File: config.mk
export PLATFORM = sky130hd
export DESIGN_NAME = pixel_frame_writer
export DESIGN_NICKNAME = d
export VERILOG_FILES = /design/src/rtl/pixel_writer_pkg.sv /design/src/rtl/pixel_frame_writer_space_timeout.sv /design/src/rtl/pixel_frame_writer.sv
export SDC_FILE = /design/constraint.sdc
export NUM_CORES = 1
export LEC_CHECK = 0
export CORE_ASPECT_RATIO = 1.1
export CORE_UTILIZATION = 33
export CTS_BUF_LIST = sky130_fd_sc_hd__clkbuf_8
export DETAILED_ROUTE_END_ITERATION = 10
export GPL_TIMING_DRIVEN = 1
export PLACE_DENSITY = 0.62
export SLEW_MARGIN = 10
export SYNTH_ARGS = -nofsm -noshare
export SYNTH_HDL_FRONTEND = slang
export SYNTH_SLANG_ARGS = --single-unit
export TNS_END_PERCENT = 1
File: constraint.sdc
create_clock -name clk -period 2.7 [get_ports clk]
set_input_delay 0.54 -clock clk [delete_from_list [all_inputs] [get_ports clk]]
set_output_delay 0.54 -clock clk [all_outputs]
set_load 0.01 [all_outputs]
File: src/rtl/pixel_writer_pkg.sv
// Shared types and defaults for the pixel frame writer: FSM state encoding
// and the default frame length in FIFO words.
package pixel_writer_pkg;

  typedef enum logic [1:0] {
    IDLE       = 2'd0,
    WAIT_SPACE = 2'd1,
    PUSH       = 2'd2,
    ACK        = 2'd3
  } pw_state_t;

  // 23 strings x 236 LEDs x 24 bit / 16 bit words
  localparam int FRAME_WORDS_DEFAULT = 8142;

endpackage

File: src/rtl/pixel_frame_writer_space_timeout.sv
// space_timeout: counts cycles spent waiting for FIFO space and flags the
// last permitted wait cycle so the writer can drop the pending word.
module space_timeout #(
  parameter int TIMEOUT_CYCLES = 1024
) (
  input  logic clk,
  input  logic reset_n,
  input  logic clear,
  input  logic enable,
  output logic expired
);

  localparam int CNT_W = $clog2(TIMEOUT_CYCLES + 1);
  localparam logic [CNT_W-1:0] LAST_CNT = CNT_W'(TIMEOUT_CYCLES - 1);

  logic [CNT_W-1:0] wait_cnt;

  always_ff @(posedge clk or negedge reset_n) begin
    if (!reset_n) begin
      wait_cnt <= '0;
    end else if (clear) begin
      wait_cnt <= '0;
    end else if (enable && (wait_cnt != LAST_CNT)) begin
      wait_cnt <= wait_cnt + 1'b1;
    end
  end

  // High during the TIMEOUT_CYCLES-th consecutive wait cycle.
  assign expired = enable && (wait_cnt == LAST_CNT);

endmodule

File: src/rtl/pixel_frame_writer.sv
// Bridges single-word regmap writes into the pixel FIFO with flow control,
// timeout-based dropping and frame position tracking.
// Optional statistics outputs enabled by defining PIXEL_FRAME_WRITER_STATS_EN.
module pixel_frame_writer
  import pixel_writer_pkg::*;
#(
  parameter int FIFO_ADDR_WIDTH = 13,
  parameter int FIFO_DATA_WIDTH = 16,
  parameter int FRAME_WORDS     = FRAME_WORDS_DEFAULT,
  parameter int SPACE_MARGIN    = 2,
  parameter int TIMEOUT_CYCLES  = 1024
) (
  input  logic                       clk,
  input  logic                       reset_n,
  input  logic                       wr_req,
  input  logic [FIFO_DATA_WIDTH-1:0] wr_data,
  output logic                       wr_ack,
  input  logic                       frame_sync,
  input  logic [FIFO_ADDR_WIDTH:0]   fifo_empty_count,
  output logic                       fifo_wr,
  output logic [FIFO_DATA_WIDTH-1:0] fifo_data,
  output logic                       frame_done,
  output logic [FIFO_ADDR_WIDTH:0]   word_index,
  output logic                       drop_event,
  output logic                       protocol_err
`ifdef PIXEL_FRAME_WRITER_STATS_EN
  ,
  output logic [15:0]                frame_count,
  output logic [15:0]                drop_count
`endif
);

  localparam int CW = FIFO_ADDR_WIDTH + 1;
  localparam logic [CW-1:0] MARGIN    = CW'(SPACE_MARGIN);
  localparam logic [CW-1:0] LAST_WORD = CW'(FRAME_WORDS - 1);
  localparam logic [CW-1:0] ONE_WORD  = CW'(1);

  pw_state_t state, state_n;
  logic      space_ok;
  logic      push_go;
  logic      drop_go;
  logic      word_evt;
  logic      frame_end;
  logic      tmo_clear;
  logic      tmo_expired;

  assign space_ok  = (fifo_empty_count > MARGIN);
  assign word_evt  = push_go || drop_go;
  // A word event is committed on the edge that raises fifo_wr/drop_event;
  // a frame_sync sampled on that same edge makes the word position 0.
  assign frame_end = word_evt && !frame_sync && (word_index == LAST_WORD);

  space_timeout #(
    .TIMEOUT_CYCLES(TIMEOUT_CYCLES)
  ) u_space_timeout (
    .clk    (clk),
    .reset_n(reset_n),
    .clear  (tmo_clear),
    .enable (state == WAIT_SPACE),
    .expired(tmo_expired)
  );

  always_comb begin
    state_n   = state;
    push_go   = 1'b0;
    drop_go   = 1'b0;
    tmo_clear = 1'b0;
    case (state)
      IDLE: begin
        if (wr_req) begin
          tmo_clear = 1'b1;
          if (space_ok) begin
            state_n = PUSH;
            push_go = 1'b1;
          end else begin
            state_n = WAIT_SPACE;
          end
        end
      end
      WAIT_SPACE: begin
        if (space_ok) begin
          state_n = PUSH;
          push_go = 1'b1;
        end else if (tmo_expired) begin
          state_n = ACK;
          drop_go = 1'b1;
        end
      end
      PUSH:    state_n = ACK;
      ACK:     state_n = IDLE;
      default: state_n = IDLE;
    endcase
  end

  always_ff @(posedge clk or negedge reset_n) begin
    if (!reset_n) begin
      state        <= IDLE;
      fifo_wr      <= 1'b0;
      fifo_data    <= '0;
      wr_ack       <= 1'b0;
      drop_event   <= 1'b0;
      protocol_err <= 1'b0;
      frame_done   <= 1'b0;
      word_index   <= '0;
    end else begin
      state        <= state_n;
      fifo_wr      <= push_go;
      wr_ack       <= (state_n == ACK);
      drop_event   <= drop_go;
      protocol_err <= wr_req && (state != IDLE);
      frame_done   <= frame_end;
      if ((state == IDLE) && wr_req) begin
        fifo_data <= wr_data;
      end
      if (frame_sync) begin
        word_index <= word_evt ? ONE_WORD : '0;
      end else if (word_evt) begin
        word_index <= (word_index == LAST_WORD) ? '0 : word_index + 1'b1;
      end
    end
  end

`ifdef PIXEL_FRAME_WRITER_STATS_EN
  always_ff @(posedge clk or negedge reset_n) begin
    if (!reset_n) begin
      frame_count <= '0;
      drop_count  <= '0;
    end else begin
      if (frame_end) begin
        frame_count <= frame_count + 1'b1;
      end
      if (drop_go && (drop_count != 16'hFFFF)) begin
        drop_count <= drop_count + 1'b1;
      end
    end
  end
`endif

endmodule

# Word level (Yosys, flattened, before mapping)
# Index checks and enable logic that the tools add are counted.
# Widths: inputs -> output; s select.
# word_totals
reg_bits	48
input_bits	34
out_inout_bits	35
# op_classes
addsub	2
order_cmp	1
n_eq_ne	7
muxes	19
reduce_logical	12
# op_table
cell	n
$mux 14	3
$mux 11	2
$add 14x1->14 const B	1
$eq 14x13->1 const B	1
$gt 14x2->1 const B	1
$add 11x1->11 const B	1
$eq 11x10->1 const B	1
$ne 11x10->1 const B	1
$mux 1	8
$mux 2	4
$pmux 2 s4	1
$eq 2x2->1 const B	3
$logic_and 1x1->1	6
$reduce_bool 2->1	3
$eq 2x1->1 const B	1
$logic_not 2->1	1
$pmux 1 s2	1
$logic_not 1->1	1
$logic_or 1x1->1	1

# Depth between registers and ports, before layout
# logic_depth
ltp_word	8
depth_mapped	9
ltp_nobuf	7

# By module
# A second synthesis with hierarchy kept.
# hier_totals
hier_cells	225
hier_area_um2	2376.0
# modules_own_cells
mod	instances	cells_each	area_per_inst_um2
pixel_frame_writer	1	160	1762.9
space_timeout	1	65	613.1

# Least setup slack after synthesis
# OpenSTA, ideal clock, no wires.
# synth_timing
path_kind	input -> register
startpoint	input port fifo_empty_count[12]
endpoint	register word_index[6]
arrival_time_ps	1951
required_ps	2622
setup_slack_ps	671
stages	7
path_cell_list	nor4_1 nand4_1 o221ai_2 buf_4 buf_4 o21ai_1 a21oi_1
# synth_between
elab_chain_cells	6
word_cells_on_any_way	8
classes_between	order compare (1); mux (5); reduce/logical (2)
# synth_rtl
element	line_no	source
start: declaration	pixel_frame_writer.sv:19	input logic [FIFO_ADDR_WIDTH:0] fifo_empty_count,
$gt 14x2->1 *	pixel_frame_writer.sv:47	assign space_ok = (fifo_empty_count > MARGIN);
$mux 1	pixel_frame_writer.sv:72, pixel_frame_writer.sv:81	
$mux 1	pixel_frame_writer.sv:70	if (wr_req) begin
$pmux 1 s2	pixel_frame_writer.sv:68	case (state)
$logic_or 1x1->1 *	pixel_frame_writer.sv:48	assign word_evt = push_go || drop_go;
$reduce_bool 2->1 (no line) *	-	
end signal: assignment	pixel_frame_writer.sv:116	word_index <= word_evt ? ONE_WORD : '0;
end signal: assignment	pixel_frame_writer.sv:118	word_index <= (word_index == LAST_WORD) ? '0 : word_index + 1'b1;
end: declaration	pixel_frame_writer.sv:23	output logic [FIFO_ADDR_WIDTH:0] word_index,
# Mark *: on every way between the ends. The rest lies on a longest branch, timed or not.
# A chain may end at the register's enable or synchronous reset.

# Final worst setup path
# layout_timing
startpoint	input port fifo_empty_count[4]
endpoint	register word_index[11]
# The elaborated chain is that of the path after synthesis.

==> reports/qor.txt <==
largest vdd supply drop -> 381.9 uV
critical path class -> input port to flip-flop
Post-Place Cells -> 381
max-slew violations -> 0
M1 WL -> 2432 um
I/O Buffers -> 68
R2R Path Start -> u_space_timeout.wait_cnt[0]
WL met2 -> 2677 um
chip width -> 82.86 um
Worst path slowest cell -> or4_1
Worst Setup SP -> fifo_empty_count[4]
Clock transition at path regs -> 0.09 ns
RSZ-0062 raised after global routing -> no
met3 WL post-DR -> 214 um
CP peak stage delay -> 0.50 ns
drt drc -> 0
Synthesized Nets -> 266
antenna violations before repair -> 0
Setup-failing EPs final -> 0
Die Area -> 0.007536 mm^2
MaxCap Viol Count -> 0
setup TNS -> 0 ns
DRT iter0 DRCs -> 104
Period minus WS final -> 2.241 ns
post-layout util -> 0.4741
Synth area leaders -> dfrtp_1 51%, mux2_2 8.1%, nor2_1 3.3%, a21oi_1 3.2%, nand3_1 3.0%
Required @ worst endpoint -> 2.92 ns
most common cell after layout, fill and taps aside -> clkdlybuf4s50_1
final cell count without fillers -> 389
boundary pin count -> 69
# clock sinks -> 48
fin crit share -> 0.8301
cell count after synthesis -> 229
Clock Latency Late Sink -> 0.30 ns
Synth area leader -> dfrtp_1
total core area -> 0.006967 mm^2
Seq/Total Area, Yosys -> 0.5061
Netlist cell types -> 41
Clock Skew -> 0.003142 ns
final net count -> 340
ANT nets after route -> 0
WL/cell -> 13.82 um
run status -> completed
top cell type's share of synthesized area -> 0.5061
routability cong. -> 0.7762
critical-path cell list -> clkdlybuf4s50_1 > nor4_1 > a41oi_1 > o221ai_2 > buf_12 > or4_1 > a21oi_1
crit end category -> flip-flop
area grow syn2layout -> 39.17%
synthesized cell area -> 0.002374 mm^2
CTS-repair resized insts -> 0
Worst Path Buf+Inv -> 2
Pre-Repair DR Iteration Count -> 4
via count -> 2001
Die Height -> 90.95 um
Worst setup SP type -> input port
largest net degree at the start of global routing -> 30
cts bufs inserted -> 5
uppermost routed layer -> met4
top cell family by delay on the critical path -> compound AO/OA/AOI/OAI gates
Overall Global Routing Usage -> 0.1533
Yosys warning count -> 0
most frequent cells in the layout -> 67 x clkdlybuf4s50_1, 48 x dfrtp_1, 21 x nor2_1
#FFs+latches synth -> 48
critical path peak fanout -> 25
clk buf depth -> 2
cts hold-fix bufs -> 0
vias in the first global route -> 1953
Rel. slew slack -> 0.6686
Post-DP HPWL -> 3858 um
Fin. Hold Viols -> 0
worst path arrival time -> 2.46 ns
first-pass GRT wire length -> 9522 um
Max Freq -> 446.2 MHz
Row Count -> 32
via/cell ratio -> 5.144
Total Routed Length -> 5376 um
root buffer cell -> clkbuf_8
average footprint of a synthesized cell -> 10.36 um^2
leak pwr -> 0.001283 uW
Worst-Margin Slew -> 0.4925 ns
GR Overflow Total -> 0
Hold Path Class -> input port to asynchronous set/reset pin
ratio of cells with drive above 1 in the final layout -> 0.1382
n_diodes -> 0
Initial Utilization -> 0.3407
Post-CTS Setup Bufs -> 0
Pwr Density -> 765.5 mW/mm^2
CTS tree -> built
# H-tree levels -> 2
kinds of logic after synthesis:
family          synth area share
buf+inv                  0.03637
flops                     0.5061
fa+ha+maj                0.01582
simple gates              0.2219
compound gates            0.1128
xor+xnor                 0.02214
mux                      0.08487
stage by stage:
step / setup WS [ns] / total power (uW) / instance area, um^2 / hold slack, ns
after global placement: 0.2004 / 2017 / 3192 / 0.4873
after global routing: 0.3438 / 2694 / 3303 / 0.2164
after CTS: 0.4730 / 2561 / 3303 / 0.1843
after detailed placement: 0.1641 / 2035 / 3192 / 0.4957
final: 0.4587 / 2528 / 3303 / 0.1799
after floorplan: 0.6706 / 1539 / 2374 / 0.2444
path summary, 6_finish.rpt:
| path | endpoint | slack, ns | depth (start not counted) |
|---|---|---|---|
| min in group clk | fifo_data[9] | 0.51 | 1 |
| worst max register to register | word_index[11] | 0.59 | 7 |
| worst max-delay path | word_index[11] | 0.46 | 7 |
| worst min register to register | fifo_data[9] | 0.51 | 1 |
| max in group asynchronous | fifo_data[14] | 1.77 | 2 |
| worst min-delay path | fifo_data[7] | 0.18 | 1 |
Yosys cell counts (all sizes together):
| cell type | n |
|---|---|
| or4 | 5 |
| o21ai | 15 |
| nor2b | 6 |
| nor3 | 8 |
| nand2b | 1 |
| or4b | 3 |
| o221ai | 1 |
| inv | 10 |
| nor2 | 21 |
| nand4 | 3 |
| o2bb2ai | 1 |
| a2bb2oi | 1 |
| mux2i | 1 |
| nor4 | 10 |
| dfrtp | 48 |
| a21oi | 15 |
| or2 | 1 |
| buf | 6 |
| or3 | 6 |
| xnor2 | 5 |
| a41oi | 2 |
| clkbuf | 3 |
| or3b | 1 |
| nand3 | 14 |
| xor2 | 1 |
| nor3b | 1 |
| o31ai | 1 |
| a32o | 1 |
| nand2 | 11 |
| a31oi | 2 |
| o41ai | 1 |
| mux2 | 17 |
| and4 | 1 |
| ha | 3 |
| o21bai | 2 |
| o22ai | 1 |
report_power, final:
part | switching (uW) | internal [uW] | leakage [uW] | total, uW
logic | 371 | 536 | 0.000608 | 907
registers | 179 | 922 | 0.000621 | 1100
clock network | 246 | 274 | 0.0000541 | 520
flip-flops by register name, indices dropped and copies added (netlist names):
register,count
drop_event,1
fifo_data,16
fifo_wr,1
frame_done,1
protocol_err,1
state,2
u_space_timeout.wait_cnt,11
word_index,14
wr_ack,1
final cells by class:
cell class                 count  area [um^2]
inverter                      10        37.54
tap                           85        106.4
clock inverter                 3        42.54
multi-input combinational    162         1099
sequential                    48         1201
timing repair buffer          76        748.2
fill                         671         3664
clock buffer                   5        68.82
routing by layer:
layer | GRT usage | vias to the layer above
li1 | - | 980
met5 | 0 | -
met2 | 0.2609 | 40
met3 | 0.03273 | 6
met4 | 0.03448 | 0
met1 | 0.1999 | 975
Power figures use the tool's default switching activity.
